--- src/rtl/reg_writeback_if.sv ---
// Execute/LSU-to-register-file write-side bundle for reg_writeback.
// RF_BYPASS_EN adds the forwarding data returned to decode.
interface reg_writeback_if;
  logic        alu_valid;
  logic [4:0]  alu_rd;
  logic [31:0] alu_data;
  logic        alu_ready;
  logic        ld_issue_valid;
  logic [4:0]  ld_issue_rd;
  logic        ld_issue_ready;
  logic        ld_resp_valid;
  logic [31:0] ld_resp_data;
  logic [4:0]  rs1_addr;
  logic [4:0]  rs2_addr;
  logic        rs1_busy;
  logic        rs2_busy;
  logic        we;
  logic [4:0]  rd_addr;
  logic [31:0] rd_data;
  logic        ld_err;
`ifdef RF_BYPASS_EN
  logic [31:0] rs1_fwd_data;
  logic [31:0] rs2_fwd_data;
`endif

  modport slave (
    input  alu_valid, alu_rd, alu_data,
    output alu_ready,
    input  ld_issue_valid, ld_issue_rd,
    output ld_issue_ready,
    input  ld_resp_valid, ld_resp_data,
    input  rs1_addr, rs2_addr,
    output rs1_busy, rs2_busy,
`ifdef RF_BYPASS_EN
    output rs1_fwd_data, rs2_fwd_data,
`endif
    output we, rd_addr, rd_data, ld_err
  );

  modport master (
    output alu_valid, alu_rd, alu_data,
    input  alu_ready,
    output ld_issue_valid, ld_issue_rd,
    input  ld_issue_ready,
    output ld_resp_valid, ld_resp_data,
    output rs1_addr, rs2_addr,
    input  rs1_busy, rs2_busy,
`ifdef RF_BYPASS_EN
    input  rs1_fwd_data, rs2_fwd_data,
`endif
    input  we, rd_addr, rd_data, ld_err
  );
endinterface

--- src/rtl/reg_writeback.sv ---
// Register-file write port arbiter: ALU results + in-order load responses, load-destination
// scoreboard and RAW hazard reporting. Optional macro RF_BYPASS_EN forwards the output stage.
module reg_writeback #(
  parameter int unsigned LD_DEPTH = 4
) (
  input logic            clk,
  input logic            reset,
  reg_writeback_if.slave bus
);
  localparam int unsigned PW = $clog2(LD_DEPTH);
  localparam int unsigned CW = PW + 1;

  logic [4:0]          pend_rd [LD_DEPTH];
  logic [LD_DEPTH-1:0] pend_vld;
  logic [PW-1:0]       wr_ptr;
  logic [PW-1:0]       rd_ptr;
  logic [CW-1:0]       count;

  logic       full;
  logic       empty;
  logic       push;
  logic       pop;
  logic       alu_take;
  logic       alu_hit;
  logic       rs1_pend;
  logic       rs2_pend;
  logic       rs1_out;
  logic       rs2_out;
  logic [4:0] head_rd;

  // Scoreboard lookups against every live pending destination
  always_comb begin
    alu_hit  = 1'b0;
    rs1_pend = 1'b0;
    rs2_pend = 1'b0;
    for (int i = 0; i < int'(LD_DEPTH); i++) begin
      if (pend_vld[i] && pend_rd[i] == bus.alu_rd)   alu_hit  = 1'b1;
      if (pend_vld[i] && pend_rd[i] == bus.rs1_addr) rs1_pend = 1'b1;
      if (pend_vld[i] && pend_rd[i] == bus.rs2_addr) rs2_pend = 1'b1;
    end
  end

  assign full     = (count == CW'(LD_DEPTH));
  assign empty    = (count == '0);
  assign push     = bus.ld_issue_valid && !full;
  assign pop      = bus.ld_resp_valid && !empty;
  assign head_rd  = pend_rd[rd_ptr];

  assign bus.ld_issue_ready = !full;
  // Loads own the port; ALU also waits behind an older pending load to the same rd
  assign bus.alu_ready = !bus.ld_resp_valid && !((bus.alu_rd != 5'd0) && alu_hit);
  assign alu_take      = bus.alu_valid && bus.alu_ready;

  assign rs1_out = bus.we && (bus.rd_addr == bus.rs1_addr);
  assign rs2_out = bus.we && (bus.rd_addr == bus.rs2_addr);

`ifdef RF_BYPASS_EN
  assign bus.rs1_busy     = (bus.rs1_addr != 5'd0) && rs1_pend;
  assign bus.rs2_busy     = (bus.rs2_addr != 5'd0) && rs2_pend;
  assign bus.rs1_fwd_data = (rs1_out && bus.rs1_addr != 5'd0) ? bus.rd_data : 32'd0;
  assign bus.rs2_fwd_data = (rs2_out && bus.rs2_addr != 5'd0) ? bus.rd_data : 32'd0;
`else
  assign bus.rs1_busy = (bus.rs1_addr != 5'd0) && (rs1_pend || rs1_out);
  assign bus.rs2_busy = (bus.rs2_addr != 5'd0) && (rs2_pend || rs2_out);
`endif

  // Pending-destination FIFO; push and pop never share a slot (empty or full excludes one)
  always_ff @(posedge clk or posedge reset) begin
    if (reset) begin
      wr_ptr   <= '0;
      rd_ptr   <= '0;
      count    <= '0;
      pend_vld <= '0;
    end else begin
      if (push) begin
        pend_rd[wr_ptr]  <= bus.ld_issue_rd;
        pend_vld[wr_ptr] <= 1'b1;
        wr_ptr           <= PW'(wr_ptr + 1'b1);
      end
      if (pop) begin
        pend_vld[rd_ptr] <= 1'b0;
        rd_ptr           <= PW'(rd_ptr + 1'b1);
      end
      case ({push, pop})
        2'b10:   count <= CW'(count + 1'b1);
        2'b01:   count <= CW'(count - 1'b1);
        default: count <= count;
      endcase
    end
  end

  // Registered write port; x0 destinations consume the slot without enabling the write
  always_ff @(posedge clk or posedge reset) begin
    if (reset) begin
      bus.we      <= 1'b0;
      bus.rd_addr <= 5'd0;
      bus.rd_data <= 32'd0;
      bus.ld_err  <= 1'b0;
    end else begin
      bus.we <= 1'b0;
      if (pop) begin
        bus.we      <= (head_rd != 5'd0);
        bus.rd_addr <= head_rd;
        bus.rd_data <= bus.ld_resp_data;
      end else if (alu_take) begin
        bus.we      <= (bus.alu_rd != 5'd0);
        bus.rd_addr <= bus.alu_rd;
        bus.rd_data <= bus.alu_data;
      end
      if (bus.ld_resp_valid && empty) bus.ld_err <= 1'b1;
    end
  end
endmodule

--- src/flat_wrapper.sv ---
// flat-port wrapper written by rule: the top's interface ports become plain ports
module reg_writeback_flat 
#(
  parameter int unsigned LD_DEPTH = 4
)
  (clk, reset, bus_alu_valid, bus_alu_rd, bus_alu_data, bus_alu_ready, bus_ld_issue_valid, bus_ld_issue_rd, bus_ld_issue_ready, bus_ld_resp_valid, bus_ld_resp_data, bus_rs1_addr, bus_rs2_addr, bus_rs1_busy, bus_rs2_busy, bus_we, bus_rd_addr, bus_rd_data, bus_ld_err);
  reg_writeback_if bus_i ();
  input logic clk;
  input logic reset;
  input wire logic [$bits(bus_i.alu_valid)-1:0] bus_alu_valid;
  input wire logic [$bits(bus_i.alu_rd)-1:0] bus_alu_rd;
  input wire logic [$bits(bus_i.alu_data)-1:0] bus_alu_data;
  output wire logic [$bits(bus_i.alu_ready)-1:0] bus_alu_ready;
  input wire logic [$bits(bus_i.ld_issue_valid)-1:0] bus_ld_issue_valid;
  input wire logic [$bits(bus_i.ld_issue_rd)-1:0] bus_ld_issue_rd;
  output wire logic [$bits(bus_i.ld_issue_ready)-1:0] bus_ld_issue_ready;
  input wire logic [$bits(bus_i.ld_resp_valid)-1:0] bus_ld_resp_valid;
  input wire logic [$bits(bus_i.ld_resp_data)-1:0] bus_ld_resp_data;
  input wire logic [$bits(bus_i.rs1_addr)-1:0] bus_rs1_addr;
  input wire logic [$bits(bus_i.rs2_addr)-1:0] bus_rs2_addr;
  output wire logic [$bits(bus_i.rs1_busy)-1:0] bus_rs1_busy;
  output wire logic [$bits(bus_i.rs2_busy)-1:0] bus_rs2_busy;
  output wire logic [$bits(bus_i.we)-1:0] bus_we;
  output wire logic [$bits(bus_i.rd_addr)-1:0] bus_rd_addr;
  output wire logic [$bits(bus_i.rd_data)-1:0] bus_rd_data;
  output wire logic [$bits(bus_i.ld_err)-1:0] bus_ld_err;
  assign bus_i.alu_valid = bus_alu_valid;
  assign bus_i.alu_rd = bus_alu_rd;
  assign bus_i.alu_data = bus_alu_data;
  assign bus_alu_ready = bus_i.alu_ready;
  assign bus_i.ld_issue_valid = bus_ld_issue_valid;
  assign bus_i.ld_issue_rd = bus_ld_issue_rd;
  assign bus_ld_issue_ready = bus_i.ld_issue_ready;
  assign bus_i.ld_resp_valid = bus_ld_resp_valid;
  assign bus_i.ld_resp_data = bus_ld_resp_data;
  assign bus_i.rs1_addr = bus_rs1_addr;
  assign bus_i.rs2_addr = bus_rs2_addr;
  assign bus_rs1_busy = bus_i.rs1_busy;
  assign bus_rs2_busy = bus_i.rs2_busy;
  assign bus_we = bus_i.we;
  assign bus_rd_addr = bus_i.rd_addr;
  assign bus_rd_data = bus_i.rd_data;
  assign bus_ld_err = bus_i.ld_err;
  reg_writeback #(.LD_DEPTH(LD_DEPTH)) u_core (.clk(clk), .reset(reset), .bus(bus_i));
endmodule
--- config.mk ---
export PLATFORM = sky130hd
export DESIGN_NAME = reg_writeback_flat
export DESIGN_NICKNAME = d
export VERILOG_FILES = /design/src/rtl/reg_writeback_if.sv /design/src/rtl/reg_writeback.sv /design/src/flat_wrapper.sv
export SDC_FILE = /design/constraint.sdc
export NUM_CORES = 1
export LEC_CHECK = 0
export CAP_MARGIN = 20
export CORE_MARGIN = 5
export CORE_UTILIZATION = 49
export DETAILED_ROUTE_END_ITERATION = 10
export PLACE_DENSITY_LB_ADDON = 0.1
export SKIP_CTS_REPAIR_TIMING = 1
export SLEW_MARGIN = 20
export SYNTH_ARGS = -nofsm -noshare
export SYNTH_HDL_FRONTEND = slang
export SYNTH_SLANG_ARGS = --single-unit
export TNS_END_PERCENT = 1
--- constraint.sdc ---
create_clock -name clk -period 3.3 [get_ports clk]
set_clock_uncertainty 0.15 [all_clocks]
set_input_delay 0.66 -clock clk [delete_from_list [all_inputs] [get_ports clk]]
set_output_delay 0.66 -clock clk [all_outputs]
set_load 0.02 [all_outputs]
# --- Word-level counts from Yosys, hierarchy flattened ---
# Memory sizes are Yosys's and may differ from the RTL's.
# Cells that the tools add are included.
classes:
  add_sub_neg: 4
  order_cmp: 4
  n_eq_ne: 17
  mux: 27
  bitwise: 3
  reduce_logical: 39
op_table:
  columns: ["cell", "n"]
  rows:
  - ["5-bit equality test", 14]
  - ["32-bit two-way mux", 2]
  - ["1-bit logical AND", 25]
  - ["5-bit nonzero test", 4]
  - ["1-bit two-way mux", 18]
  - ["5-bit two-way mux", 2]
  - ["4-bit two-way mux", 2]
  - ["2-bit by 3-bit less-than comparator with 1-bit output (second input constant)", 2]
  - ["3-bit case mux with 2 select lines", 1]
  - ["1-bit logical NOT", 5]
  - ["2-bit by 1-bit adder with 2-bit output (second input constant)", 2]
  - ["4-bit AND", 1]
  - ["1-bit demux with 2-bit select", 2]
  - ["2-bit by 1-bit >= comparator with 1-bit output (second input constant)", 2]
  - ["4-bit NOT", 1]
  - ["4-bit OR", 1]
  - ["2-bit nonzero test", 2]
  - ["3-bit by 1-bit adder with 3-bit output (second input constant)", 1]
  - ["3-bit equality test (second input constant)", 1]
  - ["3-bit logical NOT", 1]
  - ["3-bit by 1-bit subtractor with 3-bit output (second input constant)", 1]
  - ["2-bit by 1-bit equality test with 1-bit output (second input constant)", 1]
  - ["2-bit equality test (second input constant)", 1]
  - ["1-bit logical OR", 2]
totals:
  register_bits: 50
  ram_bits: 20
  input_bits: 89
  output_inout_bits: 43
  memories: 1
mem_list:
  columns: ["name", "depth", "width", "rd", "rd_ports_with_merged_regs", "wr", "line", "text"]
  rows:
  - ["u_core.pend_rd", 4, 5, 5, 0, 1, "reg_writeback.sv:13", "logic [4:0] pend_rd [LD_DEPTH];"]

# --- Logic depth before layout (Yosys ltp) ---
logic_depth:
  depth_word: 12
  depth_mapped: 12
  ltp_nobuf: 10

# --- Worst setup path before layout ---
# No wires, ideal clock.
synth_path:
  path_type: "input-to-output"
  start: "input port bus_alu_rd[1]"
  end: "output port bus_alu_ready"
  arrival_time_ns: 1.997
  slack_ns: 0.493
  cell_stages: 8
  path_buffers: 2
  cell_sequence: "buf_2 -> xor2_1 -> nor4_1 -> and3_4 -> nor4_4 -> buf_4 -> nor2_1 -> nor2_1"
synth_via:
  elab_chain_cells: 9
synth_lines:
  columns: ["item", "line", "text"]
  rows:
  - ["start, declared", "flat_wrapper.sv:11", "input wire logic [$bits(bus_i.alu_rd)-1:0] bus_alu_rd;"]
  - ["5-bit equality test", "reg_writeback.sv:37", "if (pend_vld[i] && pend_rd[i] == bus.alu_rd) alu_hit = 1'b1;"]
  - ["1-bit logical AND", "reg_writeback.sv:37", null]
  - ["1-bit two-way mux (4 in series)", "reg_writeback.sv:37", null]
  - ["1-bit logical AND (*)", "reg_writeback.sv:51", "assign bus.alu_ready = !bus.ld_resp_valid && !((bus.alu_rd != 5'd0) && alu_hit);"]
  - ["1-bit logical NOT (*)", "reg_writeback.sv:51", null]
  - ["1-bit logical AND (*)", "reg_writeback.sv:51", null]
  - ["end, declared", "flat_wrapper.sv:13", "output wire logic [$bits(bus_i.alu_ready)-1:0] bus_alu_ready;"]
# Mark *: on every way between the ends. The rest lies on a longest branch, timed or not.

# --- Worst setup path after layout ---
layout_path:
  start: "input port bus_rs2_addr[1]"
  end: "output port bus_rs2_busy"
layout_via:
  elab_chain_cells: 8
layout_lines:
  columns: ["item", "line", "text"]
  rows:
  - ["start, declared", "flat_wrapper.sv:20", "input wire logic [$bits(bus_i.rs2_addr)-1:0] bus_rs2_addr;"]
  - ["5-bit equality test", "reg_writeback.sv:39", "if (pend_vld[i] && pend_rd[i] == bus.rs2_addr) rs2_pend = 1'b1;"]
  - ["1-bit logical AND", "reg_writeback.sv:39", null]
  - ["1-bit two-way mux (4 in series)", "reg_writeback.sv:39", null]
  - ["1-bit logical OR", "reg_writeback.sv:64", "assign bus.rs2_busy = (bus.rs2_addr != 5'd0) && (rs2_pend || rs2_out);"]
  - ["1-bit logical AND (*)", "reg_writeback.sv:64", null]
  - ["end, declared", "flat_wrapper.sv:22", "output wire logic [$bits(bus_i.rs2_busy)-1:0] bus_rs2_busy;"]
# Marks and branches as above.

==> out/results.ini <==
[sta]
period_share = 0.927
maxSlewViolCount = 0
slew_headroom = 0.432
fin_crit_ns = 3.06
fin_ws_ns = 0.240
worst_hold_slack_ns = 0.322
rsz0062_at_grt = no
tightest_slew_ns = 0.853
setup_viol = 0
max_freq_mhz = 327
hold_violations = 0

[cts]
worstSkewPairLatency_ns = 0.34
clk_pin_slew_ns = 0.08
clockRootBuffer = clkbuf_8
cts_tree = done
cts_made_buffers = 9
htree_num_levels = 3
clock-sinks = 70
clock_path_buffers = 2

[worst_setup_path]
crit_required_ns = 2.49
worst-path-max-fanout = 4
r2r_cells = 7
r2r-start = u_core.pend_rd[0][3]
arrival_ns = 2.25
r2r-end = u_core.bus.rd_addr[0]
r2r_setup_slack_ns = 0.65
critPathLaunchType = primary input
path_class = primary input to primary output
endpoint_kind = primary output

[place]
hpwl_um = 10000
gp_congestion = 0.895
numPlacedInstances = 745
place_ws_ns = -0.391
portBuffers = 131

[layout]
seq_area_mm2 = 0.00185
multi_input_area_mm2 = 0.00264
final_core_util = 0.691
fillers = 741
finalNetCount = 726
drive_gt1_frac = 0.120
final_cells = 761
areaGrowthSynthToFinish_pct = 36.2
diodes = 0

[global_route]
grt_max_degree = 77
grt_pass1_vias = 4431
grt_pass1_wl_um = 22500
antenna_found_initial = 0
grt_usage = 0.245
gr-total-overflow = 0

[worst_hold_path]
hold_depth = 1
hold_path.class = register to register
min_from = u_core.bus.ld_err
holdPathEnd = u_core.bus.ld_err

[routing]
route.vias.total = 4390
viasPerCell = 5.77
finalWirelength_um = 14200
ant_nets = 0
firstDrtPassIters = 4
dr.first_iter.drc_count = 305
drc = 0
wl_per_cell_um = 18.6

[floorplan]
start_util = 0.507
io_pins = 132
dieArea_mm2 = 0.0117
fp.dieH_um = 108
die_x_um = 108
coreArea_mm2 = 0.00933
std_cell_rows = 35

[power]
powerDensity_mw_per_mm2 = 630
irDropWorstVdd_mv = 0.479
p_leak_nw = 2.57

[synthesis]
ys_types = 35
ys_ff_latch = 70
syn_inst = 508
syn-mean-instance-area_um2 = 9.31
ys_seq_area_frac = 0.392
synth_nets = 607
ys_warn_count = 0
netlist_area_mm2 = 0.00473

[status]
outcome = finished, final reports clean

[run]
cap_violations = 0

-- registers in the layout, summed over array words and instances, names as in the netlist --
signal	cells
u_core.bus.rd_data	32
u_core.bus.ld_err	1
u_core.rd_ptr	2
u_core.wr_ptr	2
u_core.pend_rd	20
u_core.bus.rd_addr	5
u_core.pend_vld	4
u_core.bus.we	1
u_core.count	3
-- cell usage in the layout, fill, tap and decap left out, types with 2 or more instances in the layout --
| cell type | n |
|---|---|
| nor2_1 | 75 |
| clkdlybuf4s50_1 | 119 |
| and3_1 | 9 |
| nand2b_1 | 2 |
| buf_12 | 2 |
| nand3_1 | 11 |
| inv_1 | 8 |
| or4_1 | 3 |
| nor4_1 | 12 |
| and2_1 | 2 |
| a31oi_1 | 9 |
| a211oi_1 | 39 |
| edfxtp_1 | 20 |
| mux4_2 | 5 |
| xor2_1 | 58 |
| dlymetal6s2s_1 | 11 |
| nand2_1 | 7 |
| xnor2_1 | 17 |
| nand3b_1 | 5 |
| a21oi_1 | 47 |
| nor4_2 | 2 |
| nor3_1 | 33 |
| a211oi_2 | 23 |
| buf_4 | 24 |
| o21ai_0 | 3 |
| ha_1 | 9 |
| dfrtp_1 | 50 |
| clkbuf_8 | 11 |
| inv_2 | 2 |
| clkbuf_1 | 2 |
-- where the power goes --
part / switching [mW] / internal [mW]
Sequential: 0.335 / 1.16
Clock: 0.332 / 0.391
Combinational: 0.940 / 0.899
Total: 1.61 / 2.45
-- metrics by stage --
stage	instance area, um2	power, mW	setup TNS [ns]
6_report	6440	4.06	0
3_3_place_gp	6210	3.30	-2.71
4_1_cts	6410	4.07	-0.941
2_1_floorplan	4730	2.57	0
3_5_place_dp	6210	3.35	-3.02
5_1_grt	6440	4.31	0
-- how the worst max path moves through the flow --
| stage | start | end | slack (ns) | cells after the start |
|---|---|---|---|---|
| finish | bus_rs2_addr[1] | bus_rs2_busy | 0.24 | 8 |
| detailed placement | bus_alu_rd[4] | bus_alu_ready | -0.39 | 8 |
| CTS | bus_alu_rd[4] | bus_alu_ready | -0.43 | 8 |
| floorplan | bus_alu_rd[1] | bus_alu_ready | 0.49 | 8 |
| global route | bus_rs1_addr[1] | bus_rs1_busy | 0.08 | 9 |
| global placement | bus_alu_rd[4] | bus_alu_ready | -0.39 | 8 |
-- Yosys cell counts, drive strengths merged --
library cell	instances	area [um2]
a211oi	62	581
a21o	1	7.51
a21oi	47	235
a311o	1	10.0
a31oi	9	56.3
and2	2	12.5
and3	10	67.6
buf	21	113
clkbuf	28	105
dfrtp	50	1250
edfxtp	20	601
fa	1	20.0
ha	9	113
inv	10	37.5
mux2i	1	10.0
mux4	5	113
nand2	7	26.3
nand2b	2	12.5
nand3	11	55.1
nand3b	5	37.5
nor2	75	282
nor2b	1	6.26
nor3	33	165
nor4	15	109
o211a	1	10.0
o21ai	3	15.0
or4	3	22.5
xnor2	17	149
xor2	58	508
-- metal layers --
metal / GRT usage / vias up / share of wire
li1: - / 2053 / -
met1: 0.332 / 2115 / 0.43
met2: 0.388 / 199 / 0.47
met3: 0.0645 / 23 / 0.084
met4: 0.0721 / 0 / 0.020
met5: 0 / - / 0
-- worst max-delay path, cell delays in order --
cell	delay [ns]
clkdlybuf4s50_1	0.52
xor2_1	0.20
nor4_2	0.27
nand3_1	0.11
nand2_1	0.09
a31oi_1	0.04
a21oi_1	0.13
dlymetal6s2s_1	0.24
-- cell type report --
type / count / share of cell area
clock inverters: 3 / 0.00660
inverters: 10 / 0.00583
well taps: 129 / 0.0250
flip-flops and latches: 70 / 0.287
clock buffers: 13 / 0.0247
multi-input cells: 379 / 0.409
repair buffers: 157 / 0.241
-- kinds of logic after synthesis --
family                   synth area share
XOR/XNOR                            0.139
adder cells (fa/ha/maj)            0.0280
AND/OR/NAND/NOR                     0.168
buffers and inverters              0.0540
flip-flops                          0.392
AO/OA/AOI/OAI                       0.193
multiplexers                       0.0259
(Power assumes the default switching activity.)
